[src/rtl/return_address_stack_if.sv]
// Bundle of the return address stack's control and status signals.
// push and pop are single-cycle strobes with no ready back-pressure: a strobe
// is taken on the rising clock edge where it is high and stall is low.
// Status outputs reflect state after the most recent edge.
interface return_address_stack_if #(
    parameter int WIDTH  = 32,
    parameter int ADDR_W = 3
);
    logic              stall;
    logic              push;
    logic              pop;
    logic [WIDTH-1:0]  push_addr;
    logic              clear_err;
    logic [WIDTH-1:0]  top_addr;
    logic [ADDR_W:0]   count;
    logic              empty;
    logic              full;
    logic              overflow;
    logic              underflow;

    // Pipeline side: issues CALL/RET strobes, reads the stack top.
    modport master (
        output stall, push, pop, push_addr, clear_err,
        input  top_addr, count, empty, full, overflow, underflow
    );

    // Stack side.
    modport slave (
        input  stall, push, pop, push_addr, clear_err,
        output top_addr, count, empty, full, overflow, underflow
    );
endinterface

[src/rtl/return_address_stack.sv]
// Circular LIFO of return addresses for CALL/RET prediction in EX.
// When full, a push overwrites the oldest entry. top_addr depends only on
// registered state so the next-address selector never waits on push/pop.
module return_address_stack #(
    parameter int WIDTH  = 32,
    parameter int ADDR_W = 3
) (
    input logic                   clk,
    input logic                   reset,
    return_address_stack_if.slave bus
);
    localparam int              DEPTH     = 2 ** ADDR_W;
    localparam logic [ADDR_W:0] DEPTH_CNT = (ADDR_W + 1)'(DEPTH);

    logic [WIDTH-1:0]  mem [DEPTH];
    logic [ADDR_W-1:0] wr_ptr;
    logic [ADDR_W-1:0] top_ptr;
    logic [ADDR_W:0]   count_q;
    logic              overflow_q;
    logic              underflow_q;

    logic              is_empty;
    logic              is_full;
    logic              push_only;
    logic              pop_only;
    logic              push_pop;
    logic              wr_en;
    logic [ADDR_W-1:0] wr_idx;
    logic              grow;
    logic              shrink;
    logic              set_ovf;
    logic              set_unf;

    // Decode the strobes into the operation for this edge.
    always_comb begin
        is_empty  = (count_q == '0);
        is_full   = (count_q == DEPTH_CNT);
        top_ptr   = wr_ptr - 1'b1;
        push_only = !bus.stall && bus.push && !bus.pop;
        pop_only  = !bus.stall && bus.pop && !bus.push;
        push_pop  = !bus.stall && bus.push && bus.pop;
        wr_en     = push_only || push_pop;
        // push+pop replaces the top in place, unless empty where it is a plain push
        wr_idx    = (push_pop && !is_empty) ? top_ptr : wr_ptr;
        grow      = push_only || (push_pop && is_empty);
        shrink    = pop_only && !is_empty;
        set_ovf   = push_only && is_full;
        set_unf   = pop_only && is_empty;
    end

    // Pointer, occupancy and sticky error flags.
    always_ff @(posedge clk or posedge reset) begin
        if (reset) begin
            wr_ptr      <= '0;
            count_q     <= '0;
            overflow_q  <= 1'b0;
            underflow_q <= 1'b0;
        end else begin
            if (grow) begin
                wr_ptr <= wr_ptr + 1'b1;
                if (!is_full) begin
                    count_q <= count_q + 1'b1;
                end
            end else if (shrink) begin
                wr_ptr  <= wr_ptr - 1'b1;
                count_q <= count_q - 1'b1;
            end
            // a fresh error in the same cycle as clear_err keeps the flag set
            overflow_q  <= set_ovf || (overflow_q && !bus.clear_err);
            underflow_q <= set_unf || (underflow_q && !bus.clear_err);
        end
    end

    // Storage array; contents are meaningless outside the valid window.
    always_ff @(posedge clk) begin
        if (wr_en) begin
            mem[wr_idx] <= bus.push_addr;
        end
    end

    // Status outputs, all from registered state.
    always_comb begin
        bus.top_addr  = is_empty ? '0 : mem[top_ptr];
        bus.count     = count_q;
        bus.empty     = is_empty;
        bus.full      = is_full;
        bus.overflow  = overflow_q;
        bus.underflow = underflow_q;
    end
endmodule
[src/flat_wrapper.sv]
// flat-port wrapper written by rule: the top's interface ports become plain ports
module return_address_stack_flat 
#(
    parameter int WIDTH  = 32,
    parameter int ADDR_W = 3
)
  (clk, reset, bus_stall, bus_push, bus_pop, bus_push_addr, bus_clear_err, bus_top_addr, bus_count, bus_empty, bus_full, bus_overflow, bus_underflow);
  return_address_stack_if #(.WIDTH(WIDTH), .ADDR_W(ADDR_W)) bus_i ();
  input logic clk;
  input logic reset;
  input wire logic [$bits(bus_i.stall)-1:0] bus_stall;
  input wire logic [$bits(bus_i.push)-1:0] bus_push;
  input wire logic [$bits(bus_i.pop)-1:0] bus_pop;
  input wire logic [$bits(bus_i.push_addr)-1:0] bus_push_addr;
  input wire logic [$bits(bus_i.clear_err)-1:0] bus_clear_err;
  output wire logic [$bits(bus_i.top_addr)-1:0] bus_top_addr;
  output wire logic [$bits(bus_i.count)-1:0] bus_count;
  output wire logic [$bits(bus_i.empty)-1:0] bus_empty;
  output wire logic [$bits(bus_i.full)-1:0] bus_full;
  output wire logic [$bits(bus_i.overflow)-1:0] bus_overflow;
  output wire logic [$bits(bus_i.underflow)-1:0] bus_underflow;
  assign bus_i.stall = bus_stall;
  assign bus_i.push = bus_push;
  assign bus_i.pop = bus_pop;
  assign bus_i.push_addr = bus_push_addr;
  assign bus_i.clear_err = bus_clear_err;
  assign bus_top_addr = bus_i.top_addr;
  assign bus_count = bus_i.count;
  assign bus_empty = bus_i.empty;
  assign bus_full = bus_i.full;
  assign bus_overflow = bus_i.overflow;
  assign bus_underflow = bus_i.underflow;
  return_address_stack #(.WIDTH(WIDTH), .ADDR_W(ADDR_W)) u_core (.clk(clk), .reset(reset), .bus(bus_i));
endmodule
[config.mk]
export PLATFORM = sky130hd
export DESIGN_NAME = return_address_stack_flat
export DESIGN_NICKNAME = d
export VERILOG_FILES = /design/src/rtl/return_address_stack_if.sv /design/src/rtl/return_address_stack.sv /design/src/flat_wrapper.sv
export SDC_FILE = /design/constraint.sdc
export NUM_CORES = 1
export LEC_CHECK = 0
export ABC_AREA = 1
export CORE_MARGIN = 8
export CORE_UTILIZATION = 50
export CTS_BUF_LIST = sky130_fd_sc_hd__clkbuf_4 sky130_fd_sc_hd__clkbuf_8
export DETAILED_ROUTE_END_ITERATION = 10
export PLACE_DENSITY = 0.79
export REMOVE_ABC_BUFFERS = 1
export SETUP_SLACK_MARGIN = 0.15
export SYNTH_ARGS = -nofsm -noshare
export SYNTH_HDL_FRONTEND = slang
export SYNTH_SLANG_ARGS = --single-unit
[constraint.sdc]
create_clock -name clk -period 5.2 [get_ports clk]
set_input_delay 0.78 -clock clk [delete_from_list [all_inputs] [get_ports clk]]
set_output_delay 0.78 -clock clk [all_outputs]
set_load 0.02 [all_outputs]
==> flow_metrics.py <==
metrics = {
    "outcome": {
        "status": "finished, final reports clean",
    },
    "clocking": {
        "h-tree-depth": 2,
        "cts_made_buffers": 42,
        "ctsHoldBuffers": 0,
        "cts_buffer_depth": 3,
        "post-cts-setup-buffers": 0,
        "clkTransAtPathRegs_ns": 0.06,
        "clk_latency_ns": 0.54,
        "tritoncts": "built",
        "ctsResizeCount": 0,
        "clock_sinks": 265,
        "ctsRootBufferMaster": "clkbuf_8",
    },
    "grt": {
        "antenna_found_initial": 1,
        "use_met3": 0.0344,
        "gr-total-overflow": 0,
        "use_met2": 0.299,
        "grt_max_degree": 129,
        "grt_pass1_vias": 6841,
        "met1_usage": 0.215,
        "grt_pass1_wl_um": 36200,
        "track_usage": 0.175,
        "busiest_layer": "met2",
    },
    "floorplanning": {
        "rows": 53,
        "die_w_um": 161,
        "fp.coreArea_mm2": 0.0209,
        "initial_core_util": 0.506,
        "dieArea_mm2": 0.0261,
        "boundaryPins": 78,
        "fp.dieH_um": 161,
    },
    "synthesis": {
        "seq_area_frac_synth": 0.748,
        "synth_area_per_cell_um2": 12.9,
        "synthesis.area_mm2": 0.0106,
        "yosysUniqueCellTypes": 31,
        "syn-instance-count": 823,
        "ys_warn_count": 0,
        "synth_seq_cells": 265,
    },
    "worst_setup_path": {
        "critical_path_class": "reg -> out",
        "arrival_ns": 3.66,
        "crit_start": "u_core.wr_ptr[0]$_DFFE_PP0P_",
        "r2r_slack_ns": 1.50,
        "critPathMaxFanout": 81,
        "reg2reg_to": "u_core.mem[4][25]$_DFFE_PP_",
        "critPathCapture": "bus_top_addr[8]",
        "required_ns": 4.42,
        "startpoint_type": "flop",
        "reg2reg_from": "u_core.wr_ptr[0]$_DFFE_PP0P_",
        "critPathCaptureType": "output pin",
        "reg2reg_depth": 6,
    },
    "final_layout": {
        "nets": 943,
        "multiInputGateArea_mm2": 0.00242,
        "final_cell_mix": "edfxtp_1, nor2_1, o21ai_0, clkdlybuf4s50_1, clkbuf_8",
        "final_cell_area_mm2": 0.0124,
        "syn_to_final_growth_pct": 17.4,
        "antenna_cells": 0,
        "layout.area.seq_mm2": 0.00792,
        "drive_gt1_frac": 0.112,
        "nFillCells": 1606,
        "final_util": 0.595,
        "final_common_cell": "edfxtp_1",
    },
    "power": {
        "p_per_area_mw_per_mm2": 679,
        "leakagePower_nw": 4.11,
        "vdd_drop_max_v": 0.000438,
        "power_mw": 8.44,
    },
    "placed_design": {
        "placed_area_mm2": 0.0116,
        "place.gp.congestion": 0.730,
        "port_buffers": 77,
        "pre_cts_ws_ns": 1.28,
        "dp_hpwl_um": 12300,
    },
    "sta": {
        "rsz0062_at_grt": "no",
        "hold_violations": 0,
        "period_minus_slack_ns": 4.44,
        "finalSetupViolCount": 0,
        "skew_ns": 0.0134,
        "maxSlewHeadroom": 0.178,
        "fmax_mhz": 225,
        "postLayoutSetupSlackWorst_ns": 0.757,
        "slew_viol_final": 0,
        "worst_pin_slew_ns": 1.23,
        "fin_crit_sh": 0.854,
    },
    "job": {
        "maxCapViolCount": 0,
    },
    "routing": {
        "dr.pass1.iters": 5,
        "viasPerCell": 5.68,
        "wirelength_um": 23100,
        "antenna_left": 0,
        "drt_iter0_markers": 625,
        "dr_total_vias": 6824,
        "drc": 0,
        "drt-wirelength-per-cell_um": 19.3,
    },
    "min_path": {
        "holdCritPathClass": "in -> async",
    },
}
## registers in the layout (all words and copies together), names as in the netlist
| signal | flops |
|---|---|
| u_core.mem | 256 |
| u_core.bus.count | 4 |
| u_core.wr_ptr | 3 |
| u_core.bus.overflow | 1 |
| u_core.bus.underflow | 1 |
## power breakdown
group          switching, mW  internal [mW]
Combinational           2.56           1.54
Clock                  0.768          0.955
Sequential            0.0679           2.54
## stage by stage
stage                     TNS [ns]  instances  hold slack [ns]
after floorplan            -648.50        771            0.518
after detailed placement         0       1133            0.523
after global placement           0       1133            0.512
after CTS                        0       1202            0.502
final                            0       1202            0.523
after global routing             0       1202            0.547
## critical path, stage by stage (launching register included)
cell and delay [ns]:
dfrtp_4 0.41, buf_4 0.45, buf_4 0.74, o21ai_0 0.19, o22ai_1 0.19, o21ai_0 0.10, a31oi_1 0.26, clkdlybuf4s50_1 0.66
## cells in the mapped netlist
| cell type | count | area [µm²] |
|---|---|---|
| edfxtp_1 | 256 | 7690 |
| nor2_1 | 201 | 754 |
| o21ai_0 | 151 | 756 |
| a31oi_1 | 32 | 200 |
| o22ai_1 | 32 | 200 |
| clkbuf_1 | 25 | 93.8 |
| buf_2 | 23 | 115 |
| inv_1 | 16 | 60.1 |
| nand2_1 | 16 | 60.1 |
| o21ai_1 | 16 | 80.1 |
| nand3_1 | 11 | 55.1 |
| dfrtp_1 | 9 | 225 |
| inv_2 | 4 | 15.0 |
| xor2_1 | 4 | 35.0 |
| ha_1 | 3 | 37.5 |
| nand2_2 | 3 | 18.8 |
| nand2_4 | 3 | 33.8 |
| nor2_2 | 3 | 18.8 |
| buf_4 | 2 | 15.0 |
| xnor2_1 | 2 | 17.5 |
| a21oi_1 | 1 | 5.00 |
| a21oi_2 | 1 | 8.76 |
| buf_1 | 1 | 3.75 |
| clkbuf_2 | 1 | 5.00 |
| nand3_2 | 1 | 10.0 |
| nor2_8 | 1 | 20.0 |
| nor3_2 | 1 | 10.0 |
| o211ai_1 | 1 | 7.51 |
| o21ai_4 | 1 | 16.3 |
| o221ai_1 | 1 | 8.76 |
| or2_2 | 1 | 6.26 |
## layer usage
layer / vias to the layer above / part of all wire / wire length, µm
li1: 3166 / - / -
met1: 3388 / 0.42 / 9610
met2: 229 / 0.50 / 11600
met3: 39 / 0.063 / 1450
met4: 2 / 0.020 / 461
met5: - / 0.00056 / 13
## logic make-up (layout without fill, tap and decap cells)
kind of cell | Yosys count | after routing | synth area share
buffers and inverters | 72 | 176 | 0.0291
AND/OR/NAND/NOR | 241 | 241 | 0.0933
XOR/XNOR | 6 | 6 | 0.00497
flip-flops | 265 | 265 | 0.748
adder cells (fa/ha/maj) | 3 | 3 | 0.00355
AO/OA/AOI/OAI | 236 | 236 | 0.121
## worst min-delay path by stage
stage	end	slack (ns)
floorplan	u_core.wr_ptr[2]$_DFFE_PP0P_	0.52
global placement	u_core.bus.underflow$_DFF_PP0_	0.51
detailed placement	u_core.bus.underflow$_DFF_PP0_	0.52
CTS	u_core.bus.underflow$_DFF_PP0_	0.50
global route	u_core.bus.underflow$_DFF_PP0_	0.55
finish	u_core.wr_ptr[0]$_DFFE_PP0P_	0.52
## final cells by class
type,count,area share
Sequential cell,265,0.637
Multi-Input combinational cell,486,0.195
Timing Repair Buffer,87,0.0691
Clock buffer,56,0.0555
Tap cell,275,0.0277
Clock inverter,13,0.00917
Inverter,20,0.00614
Power figures use the tool's default switching activity.
